## src/rtl/regfile_access_ctrl_pkg.sv

```systemverilog
// Shared definitions for the register-file access controller: FSM state
// encoding and default data/address widths.
package regfile_access_ctrl_pkg;

    typedef enum logic [1:0] {
        ST_IDLE  = 2'd0,
        ST_WRITE = 2'd1,
        ST_READ  = 2'd2,
        ST_RESP  = 2'd3
    } state_e;

    localparam int DATA_W_DEF = 32;
    localparam int ADDR_W_DEF = 5;

endpackage

```

## src/rtl/regfile_access_ctrl_decoder.sv

```systemverilog
// regfile_addr_decoder: AW-bit address to one-hot R-bit enable vector.
// The output is all-zero whenever en is low, so a disabled decoder never
// selects a cell.
module regfile_addr_decoder
    import regfile_access_ctrl_pkg::*;
#(
    parameter int AW = ADDR_W_DEF
) (
    input  logic [AW-1:0]      addr,
    input  logic               en,
    output logic [(2**AW)-1:0] onehot
);

    localparam int R = 2**AW;

    // One-hot decode of the address, gated by the enable.
    always_comb begin
        onehot = {R{1'b0}};
        if (en) begin
            onehot[addr] = 1'b1;
        end else begin
            onehot = {R{1'b0}};
        end
    end

endmodule

```

## src/rtl/regfile_access_ctrl.sv

```systemverilog
// regfile_access_ctrl: requester-side controller for a tri-state register
// file. One read-pair or one write is in flight at a time. Writes take one
// WRITE cycle; reads take one READ cycle followed by a RESP cycle that holds
// the captured bus data until the consumer accepts it.
// Optional build macro: REGFILE_ACCESS_CTRL_ZERO_R0_EN makes address 0 a
// hardwired zero register (writes suppressed, reads return 0 without
// enabling any cell).
module regfile_access_ctrl
    import regfile_access_ctrl_pkg::*;
#(
    parameter int N  = DATA_W_DEF,
    parameter int AW = ADDR_W_DEF
) (
    input  logic                Clk,
    input  logic                Rst,
    input  logic                ReqValid,
    output logic                ReqReady,
    input  logic                ReqWrite,
    input  logic [AW-1:0]       ReqAddrA,
    input  logic [AW-1:0]       ReqAddrB,
    input  logic [AW-1:0]       ReqAddrW,
    input  logic [N-1:0]        ReqData,
    output logic [(2**AW)-1:0]  WS,
    output logic [(2**AW)-1:0]  ReadA,
    output logic [(2**AW)-1:0]  ReadB,
    output logic [N-1:0]        WrData,
    input  logic [N-1:0]        BusA,
    input  logic [N-1:0]        BusB,
    output logic                RspValid,
    input  logic                RspReady,
    output logic [N-1:0]        RspDataA,
    output logic [N-1:0]        RspDataB
);

    state_e          state_r;
    state_e          state_next_s;
    logic [AW-1:0]   addr_a_r;
    logic [AW-1:0]   addr_b_r;
    logic [AW-1:0]   addr_w_r;
    logic [N-1:0]    data_r;
    logic [N-1:0]    rsp_a_r;
    logic [N-1:0]    rsp_b_r;
    logic            accept_s;
    logic            ws_en_s;
    logic            rd_a_en_s;
    logic            rd_b_en_s;
    logic [N-1:0]    cap_a_s;
    logic [N-1:0]    cap_b_s;

    // Ready only in IDLE; forced low during reset so nothing is accepted.
    assign ReqReady = (state_r == ST_IDLE) && !Rst;
    assign accept_s = ReqValid && ReqReady;
    assign RspValid = (state_r == ST_RESP) && !Rst;
    assign RspDataA = rsp_a_r;
    assign RspDataB = rsp_b_r;

    // Next-state logic for the IDLE/WRITE/READ/RESP sequence.
    always_comb begin
        state_next_s = state_r;
        case (state_r)
            ST_IDLE: begin
                if (accept_s) begin
                    state_next_s = ReqWrite ? ST_WRITE : ST_READ;
                end else begin
                    state_next_s = ST_IDLE;
                end
            end
            ST_WRITE: state_next_s = ST_IDLE;
            ST_READ:  state_next_s = ST_RESP;
            ST_RESP: begin
                if (RspReady) begin
                    state_next_s = ST_IDLE;
                end else begin
                    state_next_s = ST_RESP;
                end
            end
            default:  state_next_s = ST_IDLE;
        endcase
    end

    // State register.
    always_ff @(posedge Clk) begin
        if (Rst) begin
            state_r <= ST_IDLE;
        end else begin
            state_r <= state_next_s;
        end
    end

    // Request fields are latched at the accepting edge and ignored afterwards.
    always_ff @(posedge Clk) begin
        if (Rst) begin
            addr_a_r <= {AW{1'b0}};
            addr_b_r <= {AW{1'b0}};
            addr_w_r <= {AW{1'b0}};
            data_r   <= {N{1'b0}};
        end else if (accept_s) begin
            addr_a_r <= ReqAddrA;
            addr_b_r <= ReqAddrB;
            addr_w_r <= ReqAddrW;
            data_r   <= ReqData;
        end
    end

    // Decoder enables; reset gates them immediately so an in-flight write is
    // aborted in the very cycle Rst is seen.
    always_comb begin
        ws_en_s   = (state_r == ST_WRITE) && !Rst;
        rd_a_en_s = (state_r == ST_READ) && !Rst;
        rd_b_en_s = (state_r == ST_READ) && !Rst;
`ifdef REGFILE_ACCESS_CTRL_ZERO_R0_EN
        if (addr_w_r == {AW{1'b0}}) begin
            ws_en_s = 1'b0;
        end else begin
            ws_en_s = ws_en_s;
        end
        if (addr_a_r == {AW{1'b0}}) begin
            rd_a_en_s = 1'b0;
        end else begin
            rd_a_en_s = rd_a_en_s;
        end
        if (addr_b_r == {AW{1'b0}}) begin
            rd_b_en_s = 1'b0;
        end else begin
            rd_b_en_s = rd_b_en_s;
        end
`endif
    end

    regfile_addr_decoder #(.AW(AW)) u_dec_ws (
        .addr   (addr_w_r),
        .en     (ws_en_s),
        .onehot (WS)
    );

    regfile_addr_decoder #(.AW(AW)) u_dec_rda (
        .addr   (addr_a_r),
        .en     (rd_a_en_s),
        .onehot (ReadA)
    );

    regfile_addr_decoder #(.AW(AW)) u_dec_rdb (
        .addr   (addr_b_r),
        .en     (rd_b_en_s),
        .onehot (ReadB)
    );

    // Write-data bus carries the latched data only while a write is active.
    always_comb begin
        if (ws_en_s) begin
            WrData = data_r;
        end else begin
            WrData = {N{1'b0}};
        end
    end

    // Data to capture at the end of READ; a zero register returns 0 rather
    // than whatever the undriven bus holds.
    always_comb begin
        cap_a_s = BusA;
        cap_b_s = BusB;
`ifdef REGFILE_ACCESS_CTRL_ZERO_R0_EN
        if (addr_a_r == {AW{1'b0}}) begin
            cap_a_s = {N{1'b0}};
        end else begin
            cap_a_s = BusA;
        end
        if (addr_b_r == {AW{1'b0}}) begin
            cap_b_s = {N{1'b0}};
        end else begin
            cap_b_s = BusB;
        end
`endif
    end

    // Response registers: loaded at the end of READ, held through RESP.
    always_ff @(posedge Clk) begin
        if (Rst) begin
            rsp_a_r <= {N{1'b0}};
            rsp_b_r <= {N{1'b0}};
        end else if (state_r == ST_READ) begin
            rsp_a_r <= cap_a_s;
            rsp_b_r <= cap_b_s;
        end
    end

endmodule
```

## config.mk

```make
export PLATFORM = sky130hd
export DESIGN_NAME = regfile_access_ctrl
export DESIGN_NICKNAME = d
export VERILOG_FILES = /design/src/rtl/regfile_access_ctrl_pkg.sv /design/src/rtl/regfile_access_ctrl_decoder.sv /design/src/rtl/regfile_access_ctrl.sv
export SDC_FILE = /design/constraint.sdc
export NUM_CORES = 1
export LEC_CHECK = 0
export ABC_AREA = 1
export CORE_UTILIZATION = 35
export CTS_CLUSTER_SIZE = 25
export DETAILED_ROUTE_END_ITERATION = 7
export PLACE_DENSITY = 0.77
export RECOVER_POWER = 100
export SYNTH_ARGS = -nofsm -noshare
export SYNTH_HDL_FRONTEND = slang
export SYNTH_HIERARCHICAL = 1
export SYNTH_SLANG_ARGS = --single-unit
```

## constraint.sdc

```tcl
create_clock -name Clk -period 1.9 [get_ports Clk]
set_input_delay 0.38 -clock Clk [delete_from_list [all_inputs] [get_ports Clk]]
set_output_delay 0.38 -clock Clk [all_outputs]
set_load 0.005 [all_outputs]
```

==> summary.md, run 1 <==
| Metric | Value |
|---|---|
| Crit path max fanout | `8` |
| Seq/Total Area, Yosys | `41.4%` |
| Largest net degree at the start of global routing | `112` |
| Net Sw Power | `2.02 mW` |
| Die Ht | `127 um` |
| Dpl ws | `-0.784 ns` |
| Layout net count | `1335` |
| Core box area | `15200 sq um` |
| Worst r2r src | `state_r[1]` |
| Hold slack | `0.397 ns` |
| Period Utilization, post-route | `116%` |
| Initial antenna violation count | `0` |
| Worst EP required | `1.52 ns` |
| Worst Hold Class | `in -> reg` |
| Area of the mapped netlist | `5460 sq um` |
| #FFs+latches synth | `113` |
| Register share of total power | `36.8%` |
| GRT Total Usage | `23.2%` |
| PortBufs | `309` |
| Cell count after synthesis | `885` |
| Pwr Total | `7.41 mW` |
| Status | `finished with violations` |
| Total gr overflow | `0` |
| Failing checks | `setup timing` |
| Antenna Nets Post-Route | `0` |
| WL/cell | `13.7 um` |
| Tmin final | `2.20 ns` |
| Worst skew pair latency | `0.42 ns` |
| Root buf cell | `clkbuf_16` |
| CTS HTree Levels | `4` |
| First-pass GRT wire length | `29.5 mm` |
| Post-DP Area | `8790 sq um` |
| Ant diodes | `0` |
| Peak VDD IR | `0.000515 V` |
| Final setup TNS | `-12.62 ns` |
| Hold buffer count at CTS | `0` |
| Ports | `310` |
| # setup viols final | `81` |
| Worst setup EP type | `output port` |
| Mapped Nets | `1001` |
| Rel. slew slack | `24.5%` |
| Max Clock Skew | `0.00886 ns` |
| Die area | `16100 sq um` |
| Layout Area Growth over Synthesis | `75.7%` |
| Critical Path AT | `1.82 ns` |
| Syn Area/Cell | `6.17 sq um` |
| CP Class | `reg -> out` |
| Final Hold Fails | `0` |
| Post-Place Cells | `1354` |
| DRT iter0 DRCs | `334` |
| Die Wd | `127 um` |
| DR DRC count | `0` |
| Placer Congestion | `0.781` |
| CP Launch Type | `flip-flop` |
| Via count | `6592` |
| Average via count per standard cell | `4.64` |
| Vias in the first global route | `6006` |
| Final Cell Area | `9590 sq um` |
| Maxcap violations | `0` |
| Post-Layout Cell Count | `1420` |
| Initial Util | `35.9%` |
| Achievable frequency | `455 MHz` |
| Deepest clock path buffer count | `2` |
| TritonCTS clock tree | `yes` |
| YS warnings | `6` |
| # rows | `45` |
| Clk pwr share | `44.3%` |
| Switch share | `27.2%` |
| Clock-pin slew on the worst setup and hold paths | `0.05 ns` |
| Util after Layout | `63.1%` |
| Fraction of layout cells with a size suffix above 1 | `23.1%` |
| Power per cell area | `772 nW/um^2` |
| Synth cell types | `15` |
| Pint | `5.39 mW` |
| Pins over their slew limit | `0` |
| Total CTS buffers | `17` |
| RSZ-0062 raised after global routing | `yes` |
| Total Wirelength | `19.4 mm` |
| Lkg Pwr | `4.86 nW` |
| Combinational group share of total power | `18.9%` |
| Final worst setup slack | `-0.297 ns` |
| Clock sinks | `113` |
| Critical Path Source | `state_r[1]` |
| Worst-margin pin slew | `1.13 ns` |
| Detailed Place HPWL | `12.8 mm` |
| First-pass iteration count of the detailed router | `5` |
| Hold_sp | `Rst` |
## worst paths after layout
path,to,slack (ns),depth (start not counted)
setup / recovery,ReadA[1],-0.30,10
hold / removal,state_r[1],0.40,3
setup reg to reg,addr_b_r[3],0.12,8
hold reg to reg,RspDataA[2],0.50,2
## timing repair
item,CTS,global route
buffers inserted,26,10
cloned,0,0
hold endpoints to repair,0,0
resized for setup,466,130
pin swaps,55,31
setup endpoints to repair,130,100
## power by group through the flow
stage / registers [mW] / logic (mW) / clock network, mW
finish: 2.72 / 1.40 / 3.28
global route: 2.75 / 1.56 / 3.45
CTS: 2.72 / 1.44 / 3.33
detailed placement: 2.76 / 1.37 / 0
global placement: 2.75 / 1.36 / 0
floorplan: 2.76 / 0.637 / 0
## cell families after synthesis
kind of cell           Yosys count  synth area share (%)
and+or+nand+nor                495                  37.2
buffers and inverters          211                  15.4
DFF                            113                  41.4
AOI/OAI and AO/OA               66                  6.05
## cell usage in the layout, fill, tap and decap left out, drive strengths merged
cell | synthesis | layout
nand3 | 32 | 32
nand2 | 101 | 101
a21oi | 2 | 2
clkinvlp | 0 | 5
clkbuf | 21 | 42
dfxtp | 113 | 113
buf | 29 | 147
nand4 | 49 | 49
inv | 161 | 161
dlygate4sd2 | 0 | 14
dlymetal6s2s | 0 | 4
clkinv | 0 | 5
dlygate4sd3 | 0 | 64
bufinv | 0 | 3
nor3 | 1 | 1
nor2 | 312 | 312
o21ai | 64 | 64
clkdlybuf4s50 | 0 | 113
## critical path, stage by stage, from the launching register on
cell and delay, ns:
dfxtp_2 0.35, inv_4 0.05, nor2_4 0.09, inv_2 0.04, nor2_2 0.10, buf_6 0.19, nand3_4 0.12, buf_4 0.16
buf_6 0.10, nor2_1 0.08, buf_2 0.12
## registers in the layout (all words and copies together) (netlist names)
register / count
RspDataA: 32
RspDataB: 32
data_r: 32
addr_a_r: 5
addr_b_r: 5
addr_w_r: 5
state_r: 2
## Yosys cell counts
master,count,share of area [%]
buf_1,2,0.14
a21oi_1,2,0.18
buf_2,22,2.0
nor2_4,1,0.21
nor2_1,311,21
nor3_1,1,0.092
nand2_1,101,6.9
inv_2,2,0.14
clkbuf_1,21,1.4
buf_4,5,0.69
dfxtp_1,113,41
nand3_1,32,2.9
o21ai_0,64,5.9
nand4_1,49,5.6
inv_1,159,11
## cell type report
cell class	count	area, sq um
Clock inverter	13	160
Clock buffer	19	453
Sequential cell	113	2270
Timing Repair Buffer	365	3080
Multi-Input combinational cell	561	2790
Fill cell	1388	5610
Tap cell	188	235
Inverter	161	607
## layer usage
layer	up-vias	wire length [um]	global-route usage, %
li1	3340	-	-
met1	2959	7410	24.7
met2	261	9850	41.6
met3	32	1840	8.35
met4	0	326	8.96
met5	-	0	0
Power figures use the tool's default switching activity.
==> run 2, diff against run 1 <==
--- a/config.mk
+++ b/config.mk
@@ -6,10 +6,11 @@
 export NUM_CORES = 1
 export LEC_CHECK = 0
 export ABC_AREA = 1
-export CORE_UTILIZATION = 35
+export CORE_AREA = 2 2 120 122
 export CTS_CLUSTER_SIZE = 25
 export DETAILED_ROUTE_END_ITERATION = 7
-export PLACE_DENSITY = 0.77
+export DIE_AREA = 0 0 122 124
+export DONT_BUFFER_PORTS = 1
 export RECOVER_POWER = 100
 export SYNTH_ARGS = -nofsm -noshare
 export SYNTH_HDL_FRONTEND = slang
==> run 2 against run 1 <==
Against the previous run: the flow still finishes with violations (setup timing); largest power group unchanged; sequential share of layout area up 9.1 points; via count down 19%; sequential power up 1%.
==> summary.md, run 2 (synthesized netlist as in run 1, its figures left out) <==
| Metric | Value |
|---|---|
| Register share of total power | `41.3% (+4.5 points)` |
| Commonest non-fill, non-tap cell in the layout | `nor2_1` |
| Register area | `2260 sq um (-0.22%)` |
| Worst setup EP type | `output port` |
| Post-Layout Cell Count | `1067 (-25%)` |
| First-pass GRT wire length | `23.4 mm (-21%)` |
| Tmin final | `2.05 ns (-0.152 ns)` |
| Clock sinks | `113 (unchanged)` |
| Root buf cell | `clkbuf_16` |
| Crit-path slowest cell | `dfxtp_2` |
| Antenna Nets Post-Route | `0 (unchanged)` |
| RSZ-0062 raised after global routing | `yes` |
| Worst-margin pin slew | `0.718 ns (-0.414 ns)` |
| Clk pwr share | `45.3% (+1.0 points)` |
| Deepest clock path buffer count | `2 (unchanged)` |
| Maxcap violations | `0 (unchanged)` |
| Buffers plus inverters on the worst setup path | `3 (-3)` |
| Util after Layout | `50.5% (-13 points)` |
| Critical path's largest stage delay | `0.33 ns (-0.02 ns)` |
| CP Class | `reg -> out` |
| Post-DP Area | `5600 sq um (-36%)` |
| Initial Util | `39.8% (+3.9 points)` |
| Ant diodes | `0 (unchanged)` |
| Detailed Place HPWL | `10.5 mm (-19%)` |
| Critical Path AT | `1.67 ns (-0.15 ns)` |
| Hold slack | `0.0329 ns (-0.364 ns)` |
| Final Cell Area | `6920 sq um (-28%)` |
| Final setup TNS | `-6.28 ns (+6.33 ns)` |
| PortBufs | `0 (-100%)` |
| Pwr Total | `6.69 mW (-9.6%)` |
| Die Wd | `122 um (-3.9%)` |
| Critical Path Source | `state_r[1]` |
| # rows | `43 (-4.4%)` |
| Peak VDD IR | `0.000651 V (+26%)` |
| DR DRC count | `0 (unchanged)` |
| Dpl ws | `0.0418 ns (+0.826 ns)` |
| Layout Area Growth over Synthesis | `26.8%` |
| DRT iter0 DRCs | `379 (+13%)` |
| GRT Total Usage | `19.9% (-3.2 points)` |
| Status | `finished with violations` |
| Fraction of layout cells with a size suffix above 1 | `18.3% (-4.8 points)` |
| Total gr overflow | `0 (unchanged)` |
| Worst EP required | `1.52 ns (about the same)` |
| Switch share | `31.3% (+4.1 points)` |
| Delay-heaviest family, CP | `simple AND/OR/NAND/NOR gates` |
| Via count | `5325 (-19%)` |
| Failing checks | `setup timing` |
| Pint | `4.59 mW (-15%)` |
| # setup viols final | `77 (-4.9%)` |
| Hold buffer count at CTS | `0 (unchanged)` |
| Power per cell area | `967 nW/um^2 (+25%)` |
| Hold_sp | `Rst` |
| Crit path max fanout | `8 (unchanged)` |
| Placer Congestion | `0.764 (-2.2%)` |
| Crit-path cells | `inv_2, nor2_4, inv_2, nor2_4, buf_12, nand3_4, nor2_2` |
| Worst Hold Class | `in -> reg` |
| Average via count per standard cell | `4.99 (+7.5%)` |
| WL/cell | `15.7 um (+15%)` |
| Lkg Pwr | `2.98 nW (-39%)` |
| Pins over their slew limit | `0 (unchanged)` |
| TritonCTS clock tree | `yes` |
| Multi-input gate area | `3070 sq um (+9.8%)` |
| Die area | `15100 sq um (-6.1%)` |
| Combinational group share of total power | `13.4% (-5.5 points)` |
| Die Ht | `124 um (-2.3%)` |
| Achievable frequency | `489 MHz (+7.4%)` |
| Total CTS buffers | `17 (unchanged)` |
| Total Wirelength | `16.7 mm (-14%)` |
| Fillers | `1341 (-3.4%)` |
| CP Launch Type | `flip-flop` |
| Largest net degree at the start of global routing | `112 (unchanged)` |
| Initial antenna violation count | `0 (unchanged)` |
| Clock-pin slew on the worst setup and hold paths | `0.06 ns (about the same)` |
| Vias in the first global route | `4706 (-22%)` |
| CTS HTree Levels | `4 (unchanged)` |
| Worst skew pair latency | `0.42 ns (about the same)` |
| Final Hold Fails | `0 (unchanged)` |
| Final worst setup slack | `-0.146 ns (+0.152 ns)` |
| Layout net count | `990 (-26%)` |
| Core box area | `13700 sq um (-9.8%)` |
| Worst r2r src | `state_r[1]` |
| Max Clock Skew | `0.00944 ns (+0.000571 ns)` |
| First-pass iteration count of the detailed router | `4 (-1)` |
| Post-Place Cells | `1029 (-24%)` |
| Most frequent cells in the layout | `222 x nor2_1, 156 x inv_1, 111 x dfxtp_1, 101 x nand2_1, 68 x nor2_4` |
| Net Sw Power | `2.10 mW (+4.0%)` |
| Period Utilization, post-route | `108% (-8.0 points)` |
| Rel. slew slack | `52.1% (+28 points)` |
| Ports | `310 (unchanged)` |
[run 2: changes by cell type in the layout (fill, tap and decap cells not counted), sizes merged]
cell,delta
clkdlybuf4s50,-113
buf,-132
dlygate4sd3,-64
bufinv,-3
clkbuf,-20
inv,+10
clkinv,-2
dlygate4sd2,-14
dlymetal6s2s,-4
clkinvlp,-3
[run 2: worst paths after layout]
kind	endpoint	slack, ns	cells past startpoint
worst min register to register	data_r[13]	0.52	4
worst min-delay path	state_r[1]	0.03	1
worst max-delay path	ReadA[26]	-0.15	7
worst max register to register	addr_a_r[1]	0.06	8
[run 2: worst register-to-register path, cell delays in order (launching register included)]
cell and delay (ns):
dfxtp_2 0.32, inv_2 0.07, buf_4 0.12, clkbuf_4 0.52, nand3_1 0.26, buf_12 0.25
nand2_1 0.08, inv_1 0.04, nor2_1 0.11
[run 2: final cells by class]
| cell class | instances | share of cell area [%] |
|---|---|---|
| clock buffer | 17 | 6.14 |
| clock inverter | 15 | 2.04 |
| multi-input combinational | 561 | 44.3 |
| sequential | 113 | 32.7 |
| inverter | 161 | 8.80 |
| tap | 180 | 3.25 |
| timing repair buffer | 20 | 2.78 |
[run 2: routing by layer]
layer  up-vias  wire length, um  GRT usage (%)
met5         -                0              0
met4         0              415           8.91
met3        30             1370           6.64
met2       241             8450           35.5
met1      2404             6480           21.5
li1       2650                -              -
[run 2: power groups by stage]
stage	Combinational [mW]	Clock (mW)	Sequential [mW]
after global routing	1.02	3.20	2.79
after detailed placement	0.774	0	2.80
after global placement	0.763	0	2.80
final	0.899	3.03	2.76
after floorplan	0.637	0	2.76
after CTS	0.851	3.08	2.76
[run 2: what timing repair did]
| action | CTS | global route |
|---|---|---|
| setup buffers | 4 | 2 |
| setup endpoints to repair | 101 | 96 |
| gates resized for setup | 97 | 91 |
| pin swaps | 12 | 30 |
